==> config.mk <==
export PLATFORM = sky130hd
export DESIGN_NAME = dmem_ctrl
export DESIGN_NICKNAME = d
export VERILOG_FILES = /design/src/rtl/dmem_ctrl.sv
export SDC_FILE = /design/constraint.sdc
export NUM_CORES = 1
export LEC_CHECK = 0
export CAP_MARGIN = 30
export CORE_ASPECT_RATIO = 1.2
export CORE_MARGIN = 8
export CORE_UTILIZATION = 40
export CTS_CLUSTER_DIAMETER = 100
export DETAILED_ROUTE_END_ITERATION = 8
export DONT_BUFFER_PORTS = 1
export GPL_TIMING_DRIVEN = 0
export HOLD_SLACK_MARGIN = 0.03
export PLACE_DENSITY = 0.52
export SLEW_MARGIN = 20
export SYNTH_ARGS = -nofsm -noshare
export SYNTH_HDL_FRONTEND = slang
export SYNTH_SLANG_ARGS = --single-unit
==> constraint.sdc <==
create_clock -name clk -period 1.6 [get_ports clk]
set_input_delay 0.16 -clock clk [delete_from_list [all_inputs] [get_ports clk]]
set_output_delay 0.16 -clock clk [all_outputs]
set_load 0.01 [all_outputs]
==> src/rtl/dmem_ctrl.sv <==
// -----------------------------------------------------------------------------
// dmem_ctrl -- MEM-stage data memory controller
//
// Takes one load/store request from the MEM stage and runs it through a
// three-state sequence: IDLE (accept), ACCESS (one RAM cycle), DONE (result
// held until the pipeline releases it). Byte lanes are big-endian: byte
// offset 0 lives in ram bits [31:24] and is enabled by ram_sel_o[3].
//
// Handshake: a request is taken when req_i=1 in IDLE, with no flush and not
// in the first cycle after reset. stallreq_o is high from that cycle through
// ACCESS. done_o marks the cycle(s) where rdata_o/align_exc_o are valid, and
// it stays high while stall_i holds the pipeline. The request is never
// re-issued on its own.
//
// Ports
//   clk, rst          clock; synchronous active-low reset
//   req_i             MEM-stage request valid
//   mem_op_i[2:0]     LB/LBU/LH/LHU/LW/SB/SH/SW
//   addr_i[31:0]      byte address
//   wdata_i[31:0]     right-aligned store data
//   stall_i           pipeline hold (MEM inputs stable while high)
//   flush_i           pipeline flush, forces IDLE next cycle
//   stallreq_o        stall request to pipeline control
//   done_o            access complete
//   rdata_o[31:0]     extended load result (0 for stores/misaligned)
//   align_exc_o       misaligned access, only in DONE
//   ram_ce_o/we_o     RAM chip/write enable, only in ACCESS
//   ram_addr_o[31:0]  word-aligned RAM address
//   ram_sel_o[3:0]    byte lane enables
//   ram_data_o[31:0]  replicated store data
//   ram_data_i[31:0]  RAM read data, combinational from ram_addr_o
// -----------------------------------------------------------------------------
module dmem_ctrl (
   input  logic        clk,
   input  logic        rst,
   input  logic        req_i,
   input  logic [2:0]  mem_op_i,
   input  logic [31:0] addr_i,
   input  logic [31:0] wdata_i,
   input  logic        stall_i,
   input  logic        flush_i,
   output logic        stallreq_o,
   output logic        done_o,
   output logic [31:0] rdata_o,
   output logic        align_exc_o,
   output logic        ram_ce_o,
   output logic        ram_we_o,
   output logic [31:0] ram_addr_o,
   output logic [3:0]  ram_sel_o,
   output logic [31:0] ram_data_o,
   input  logic [31:0] ram_data_i
);

   typedef enum logic [1:0] {
      ST_IDLE   = 2'd0,
      ST_ACCESS = 2'd1,
      ST_DONE   = 2'd2
   } state_t;

   localparam logic [2:0] OP_LB  = 3'b000;
   localparam logic [2:0] OP_LBU = 3'b001;
   localparam logic [2:0] OP_LH  = 3'b010;
   localparam logic [2:0] OP_LHU = 3'b011;
   localparam logic [2:0] OP_LW  = 3'b100;
   localparam logic [2:0] OP_SB  = 3'b101;
   localparam logic [2:0] OP_SH  = 3'b110;
   localparam logic [2:0] OP_SW  = 3'b111;

   state_t      r_state;
   logic [2:0]  r_op;
   logic [31:0] r_addr;
   logic [31:0] r_wdata;
   logic [31:0] r_rdata;
   logic        r_align;
   // Low for the first cycle after reset so no request is taken there.
   logic        r_rst_q;

   logic        w_is_store;
   logic        w_is_byte;
   logic        w_is_half;
   logic        w_is_word;
   logic        w_misalign;
   logic [3:0]  w_sel;
   logic [31:0] w_wdata;
   logic [7:0]  w_byte;
   logic [15:0] w_half;
   logic [31:0] w_load;
   logic        w_accept;
   logic        w_in_access;

   // ---------------------------------------------------------------- decode
   always_comb begin
      w_is_store = 1'b0;
      w_is_byte  = 1'b0;
      w_is_half  = 1'b0;
      w_is_word  = 1'b0;
      case (r_op)
         OP_LB, OP_LBU: w_is_byte = 1'b1;
         OP_LH, OP_LHU: w_is_half = 1'b1;
         OP_LW:         w_is_word = 1'b1;
         OP_SB: begin w_is_byte = 1'b1; w_is_store = 1'b1; end
         OP_SH: begin w_is_half = 1'b1; w_is_store = 1'b1; end
         OP_SW: begin w_is_word = 1'b1; w_is_store = 1'b1; end
         default: ;
      endcase
   end

   assign w_misalign = (w_is_half & r_addr[0]) | (w_is_word & (r_addr[1:0] != 2'b00));

   // Lane enables and replicated store data (big-endian lanes).
   always_comb begin
      w_sel   = 4'b0000;
      w_wdata = 32'd0;
      if (w_is_byte) begin
         case (r_addr[1:0])
            2'd0:    w_sel = 4'b1000;
            2'd1:    w_sel = 4'b0100;
            2'd2:    w_sel = 4'b0010;
            default: w_sel = 4'b0001;
         endcase
      end else if (w_is_half) begin
         w_sel = r_addr[1] ? 4'b0011 : 4'b1100;
      end else if (w_is_word) begin
         w_sel = 4'b1111;
      end
      if (w_is_store) begin
         if (w_is_byte)      w_wdata = {4{r_wdata[7:0]}};
         else if (w_is_half) w_wdata = {2{r_wdata[15:0]}};
         else                w_wdata = r_wdata;
      end
   end

   // Load lane extraction and extension.
   always_comb begin
      w_byte = 8'd0;
      case (r_addr[1:0])
         2'd0:    w_byte = ram_data_i[31:24];
         2'd1:    w_byte = ram_data_i[23:16];
         2'd2:    w_byte = ram_data_i[15:8];
         default: w_byte = ram_data_i[7:0];
      endcase
      w_half = r_addr[1] ? ram_data_i[15:0] : ram_data_i[31:16];
      w_load = 32'd0;
      case (r_op)
         OP_LB:   w_load = {{24{w_byte[7]}}, w_byte};
         OP_LBU:  w_load = {24'd0, w_byte};
         OP_LH:   w_load = {{16{w_half[15]}}, w_half};
         OP_LHU:  w_load = {16'd0, w_half};
         OP_LW:   w_load = ram_data_i;
         default: w_load = 32'd0;
      endcase
   end

   // ---------------------------------------------------------------- outputs
   assign w_accept    = rst & r_rst_q & ~flush_i & req_i & (r_state == ST_IDLE);
   assign w_in_access = rst & (r_state == ST_ACCESS);

   assign stallreq_o  = w_accept | (w_in_access & ~flush_i);
   // rst and flush_i gate the enable combinationally so a reset or flush
   // landing in ACCESS cannot commit a write at that edge.
   assign ram_ce_o    = w_in_access & ~flush_i & ~w_misalign;
   assign ram_we_o    = ram_ce_o & w_is_store;
   assign ram_addr_o  = w_in_access ? {r_addr[31:2], 2'b00} : 32'd0;
   assign ram_sel_o   = (w_in_access & ~w_misalign) ? w_sel : 4'b0000;
   assign ram_data_o  = (w_in_access & ~w_misalign) ? w_wdata : 32'd0;
   assign done_o      = rst & ~flush_i & (r_state == ST_DONE);
   assign align_exc_o = done_o & r_align;
   assign rdata_o     = rst ? r_rdata : 32'd0;

   // ---------------------------------------------------------------- FSM
   always_ff @(posedge clk) begin
      if (!rst) begin
         r_state <= ST_IDLE;
         r_op    <= 3'd0;
         r_addr  <= 32'd0;
         r_wdata <= 32'd0;
         r_rdata <= 32'd0;
         r_align <= 1'b0;
         r_rst_q <= 1'b0;
      end else begin
         r_rst_q <= 1'b1;
         case (r_state)
            ST_IDLE: begin
               if (w_accept) begin
                  r_op    <= mem_op_i;
                  r_addr  <= addr_i;
                  r_wdata <= wdata_i;
                  r_state <= ST_ACCESS;
               end
            end
            ST_ACCESS: begin
               if (flush_i) begin
                  r_state <= ST_IDLE;
               end else begin
                  r_align <= w_misalign;
                  r_rdata <= (w_misalign | w_is_store) ? 32'd0 : w_load;
                  r_state <= ST_DONE;
               end
            end
            ST_DONE: begin
               if (flush_i || !stall_i) r_state <= ST_IDLE;
            end
            default: r_state <= ST_IDLE;
         endcase
      end
   end

endmodule

After elaboration in Yosys (flattened, before gate mapping)
Cells that the tools add are included.

storage, ports and cells
  register bits = 103
  word-level logic and storage cells = 77
  output and inout port bits = 105

operators by class
  multiplexer cells = 25
  reduce and logical (&&, ||, !) cells = 13
  bitwise operators = 19
  equality and inequality tests = 13

operators with widths
  cell                                                 count
  2-to-1 mux 32 bit                                    7
  one-hot mux 32 bit (5 select lines)                  1
  one-hot mux 8 bit (3 select lines)                   1
  2-to-1 mux 4 bit                                     5
  2-to-1 mux 16 bit                                    1
  AND 1 bit                                            14
  equality test 3 bit, second input constant           4
  one-hot mux 4 bit (3 select lines)                   1
  OR reduction 3 bit                                   3
  equality test 3 x 2 -> 1 bit, second input constant  2
  2-to-1 mux 2 bit                                     3
  one-hot mux 2 bit (3 select lines)                   1
  AND reduction 2 bit                                  3
  2-to-1 mux 1 bit                                     5
  equality test 2 x 1 -> 1 bit, second input constant  2
  equality test 2 bit, second input constant           2
  zero test 2 bit                                      2
  equality test 3 x 1 -> 1 bit, second input constant  1
  zero test 3 bit                                      1
  OR 1 bit                                             3
  != test 2 x 1 -> 1 bit, second input constant        1
  != test 2 bit, second input constant                 1
  inverter 1 bit                                       2
  nonzero test 2 bit                                   1
  other kinds (3)                                      3

Logic depth before layout (Yosys ltp)
  depth in word-level cells = 8
  depth in mapped cells = 8

Least setup slack after synthesis
Ideal clock, no wire load.

  kind = register -> output
  from = reg r_op[2]
  to = out ram_sel_o[2]
  setup slack = -0.059 ns
  arrival = 1.499 ns
  buffers on the path = 3
  cell stages (with the launch flop) = 7
  cell sequence = dfxtp_1 > buf_6 > nor2b_4 > buf_6 > o21ai_4 > buf_2 > nor4b_1

on the way
  longest elaborated chain between the ends = 8
  elaborated cells on any way between the ends = 23
  classes of those cells = eq/ne (7); mux (7); bitwise (5); reduce/logical (4)

ends and longest elaborated chain
  element                                                              line  RTL
  start, declared                                                      70    logic [2:0] r_op;
  start signal, assigned                                               185   r_op <= mem_op_i;
  equality test 3 x 2 -> 1 bit or equality test 3 bit (tied branches)  97    case (r_op)
  OR reduction 3 bit (no line) or OR reduction 2 bit (tied branches)   -
  2-to-1 mux 1 bit                                                     97
  AND 1 bit                                                            108   assign w_misalign = (w_is_half & r_addr[0]) | (w_is_word & (r_addr[1:0] != 2'b00));
  OR 1 bit                                                             108
  inverter 1 bit                                                       164   assign ram_sel_o = (w_in_access & ~w_misalign) ? w_sel : 4'b0000;
  AND 1 bit                                                            164
  2-to-1 mux 4 bit *                                                   164
  end, declared                                                        49    output logic [3:0] ram_sel_o,

Mark *: on every way between the ends. The rest lies on a longest branch, timed or not.

Final worst setup path
  from = reg r_op[1]
  to = out ram_data_o[31]

on the way
  longest elaborated chain between the ends = 8
  elaborated cells on any way between the ends = 25
  classes of those cells = eq/ne (7); mux (8); bitwise (5); reduce/logical (5)

ends and longest elaborated chain
  element                                                              line  RTL
  equality test 3 x 2 -> 1 bit or equality test 3 bit (tied branches)  97
  OR reduction 3 bit (no line) or OR reduction 2 bit (tied branches)   -
  2-to-1 mux 1 bit                                                     97
  AND 1 bit                                                            108
  OR 1 bit                                                             108
  inverter 1 bit                                                       165   assign ram_data_o = (w_in_access & ~w_misalign) ? w_wdata : 32'd0;
  AND 1 bit                                                            165
  2-to-1 mux 32 bit *                                                  165
  end, declared                                                        50    output logic [31:0] ram_data_o,

Marked as above.

==> run summary <==
The number of global-route vias before repair came out at 6008. For the pin with the worst max-slew slack, the measured transition is 0.6763 ns. Entering global routing, the biggest net connects 19 pins.

The net count of the finished layout is 1001. Headroom to the max-slew limit came out at 54.74%. The logs give 64.53% for the fraction of the core area covered by cells at the end of the flow and 4.152 mW for the total internal power. The largest area contributor in the netlist was dfxtp_1. The total wirelength of the detailed-routed design came out at 22700 um. The most repeated cell in the gate-level netlist after synthesis is nand2_1. Source of the critical timing path: r_op[1]. The total area inside the core boundary comes to 14290 um^2. The area added between synthesis and finish works out to 58.95%.

The overall global routing resource usage was 22.87%. Yosys mapped a number of flops with a built-in enable equal to 0. The logs give 55 for the count of unique library cells instantiated by Yosys and 0 for the remaining antenna violation count.

In the routed layout, each cell is associated on average with a via count of 5.605. The startpoint of the most critical register-to-register path is r_op[0]. For this design the static power due to leakage is 3.569 nW. The number of top-level pins was 209.

The congestion estimate from routability-driven global placement came to 0.8645. The pre-CTS setup slack is -0.4092 ns, and the DRC marker count from the first detailed-route iteration is 343. Port buffering added 0 buffers. TritonCTS built the clock tree.

For the worst flop-to-flop path, the logic depth is 5. The destination of the worst register-to-register timing path is r_rdata[30]. For the total global routing overflow, the log shows 0. The run gives 5803 um^2 as the netlist area before placement. The wire length of the first global-routing pass was 33710 um; the flip-flop and latch count after synthesis was 103. The worst setup path is captured at an output pin.

The routed layout has 6037 vias. The checks that failed: setup timing. The switching component of the power was 1.564 mW; the clock buffer count from CTS was 9.

The top-area cell type share of the netlist area was 35.53%; the initial antenna violation count was 0. The tree built by TritonCTS fans out to 103 sinks. The floorplan step defined a die boundary enclosing 18630 um^2. The critical path ends at ram_data_o[31]. The final critical path takes up 124.8% of the cycle. The logs give 37.8% for the share of power burned in the clock network and 40.60% for the starting utilization of the core area. The HPWL after detailed placement is 14890 um, and the critical path data arrival time is 1.84 ns.

After clock tree synthesis, the clock-pin slew on the worst setup and hold paths is 0.08 ns. The maximum clock path buffer count is 2. The antenna cell count was 0; the maximum achievable frequency was 0.5006 GHz.

Net switching is 27.36% of the power. The required time reported for the critical path endpoint is 1.44 ns, and the post-route worst setup slack is -0.3975 ns. Combinational logic is responsible for 16.0% of the overall power.

The min-delay analysis places its worst path in the category input pin to flip-flop. Yosys printed 0 warnings. The worst supply voltage drop on vdd was 0.0005180 V.

The width of the die is 126.0 um, and the cell area power density is 619.7 nW/um^2. The per-cell routed wire length was 21.08 um. The fraction of registers with async set/reset was 0%. The DRC violation count after routing is 0. Setup repair after global routing could not meet its margin everywhere. The main flop type after synthesis was dfxtp_1. Synthesis produced a netlist whose cell count is 735. The post-route netlist has 36.14% of its cells at a drive strength greater than 1. By count the netlist is led by nand2_1 (196), dfxtp_1 (103), a21boi_1 (56). The hold violation count in the final report is 0.

After synthesis, the cell types taking the most area are dfxtp_1 (36%), nand2_1 (13%), a21boi_1 (7.2%), and2_1 (5.0%), o22ai_2 (4.3%). The run gives 5 as the length of the first detailed-routing pass in iterations. Setup violations remaining at the end of the flow were counted as 159. The site row count is 48, and the mean post-synth cell area is 7.895 um^2. The start-to-end type of the worst setup path is flip-flop to output pin. The setup skew after layout was 0.006604 ns. The flow ran to the end, but the final reports show violations. The level count of the clock H-tree came out at 3. The tree is rooted in a clkbuf_16. Die height: 147.9 um. Along the worst path, the maximum fanout reaches 5.

For the worst-skew pair, the clock arrives at the later sink with an insertion delay of 0.36 ns. Across all register-to-register paths, the minimum setup slack is -0.20 ns. Max-cap violations in this run came to 0. Summing the sequential cell areas from Yosys gives 35.53% of the chip area.

The smallest clock period supported by the final layout is computed as 1.997 ns. STA classifies the critical path startpoint as a flip-flop. The share of power burned in registers came out at 46.2%. The tools report the number of pins with negative max-slew slack in the final report as 0.
## state kept, by name (all words and copies together) (netlist names)
| name | cells |
|---|---|
| r_addr | 32 |
| r_rdata | 32 |
| r_wdata | 32 |
| r_op | 3 |
| r_state | 2 |
| r_align | 1 |
| r_rst_q | 1 |
## timing repair
action	in CTS	in global routing
pin swaps	19	94
setup endpoints to repair	169	186
hold buffers	101	0
setup buffers	30	15
resized for setup	217	145
hold endpoints to repair	101	0
gates cloned	5	5
## placed cells by master, fill, tap and decap left out, types with 7 or more instances in the layout
master / n
and2_1: 7
o21ai_0: 14
nor2_1: 8
buf_6: 24
a21oi_4: 17
buf_4: 36
dfxtp_1: 98
dlygate4sd3_1: 101
nand2_2: 18
nor3_1: 8
inv_1: 33
a21boi_1: 47
nor2b_1: 16
nand2_1: 154
a22oi_1: 11
o22ai_2: 20
clkbuf_16: 15
buf_8: 13
a21boi_2: 20
a21oi_1: 9
a221oi_4: 7
nand2_4: 24
clkbuf_2: 9
clkbuf_1: 11
nand3_1: 17
nor3b_1: 8
and2_4: 39
a311oi_4: 8
a31oi_1: 7
## logic make-up after synthesis
kind of cell	after synthesis	synth area share [%]
xor gates and xnor gates	2	0.6254
DFF	103	35.53
muxes	4	1.121
and+or+nand+nor	325	27.47
AOI/OAI and AO/OA	200	26.67
other	1	0.06462
buffers and inverters	100	8.516
## power groups by stage
stage | Combinational (mW) | Clock (mW) | Sequential, mW
after floorplan | 0.363 | 0 | 2.69
after global placement | 0.458 | 0 | 2.70
after detailed placement | 0.465 | 0 | 2.70
after CTS | 0.820 | 2.20 | 2.64
after global routing | 0.971 | 2.33 | 2.65
final | 0.917 | 2.16 | 2.64
## per-layer routing
metal / part of all wire [%] / track usage, % / up-vias
li1: - / - / 2822
met1: 38 / 24.96 / 2920
met2: 51 / 40.38 / 246
met3: 8.1 / 7.207 / 49
met4: 3.3 / 8.981 / 0
met5: 0 / 0 / -
## layout make-up
class                   count  area (um^2)
plain buffers              60        550.5
flip-flops and latches    103         2078
fillers                  1157         5070
multi-input cells         533         4310
clock buffers              11        232.7
inverters                  35        143.9
well taps                 175        219.0
clock inverters             5        41.29
repair buffers            155         1648
## critical path, cell delays in order, from the launching register on
cell and delay (ns):
dfxtp_2 0.33, buf_6 0.13, xnor2_4 0.14, buf_6 0.12
nand3_4 0.09, nand4_4 0.15, buf_6 0.18, a311oi_4 0.34
## through the flow
| step | std cells | TNS (ns) | total power, mW | area [um^2] | hold WS, ns |
|---|---|---|---|---|---|
| 6_report | 1077 | -21.69 | 5.716 | 9224 | 0.1597 |
| 5_1_grt | 1077 | -31.67 | 5.942 | 9224 | 0.1704 |
| 4_1_cts | 1058 | -16.12 | 5.655 | 8566 | 0.1439 |
| 3_5_place_dp | 911 | -20.38 | 3.167 | 6032 | 0.1887 |
| 3_3_place_gp | 911 | -19.98 | 3.159 | 6032 | 0.1888 |
| 2_1_floorplan | 736 | -0.1731 | 3.051 | 5813 | 0.1877 |
## worst min path at each step
stage	from	to	cells past startpoint
6_report	ram_data_i[23]	r_rdata[7]	4
5_1_grt	ram_data_i[23]	r_rdata[7]	4
4_1_cts	ram_data_i[23]	r_rdata[7]	4
3_5_place_dp	rst	r_rst_q	0
3_3_place_gp	rst	r_rst_q	0
2_1_floorplan	rst	r_rst_q	0
No activity file was read; power rests on OpenSTA's default activity.
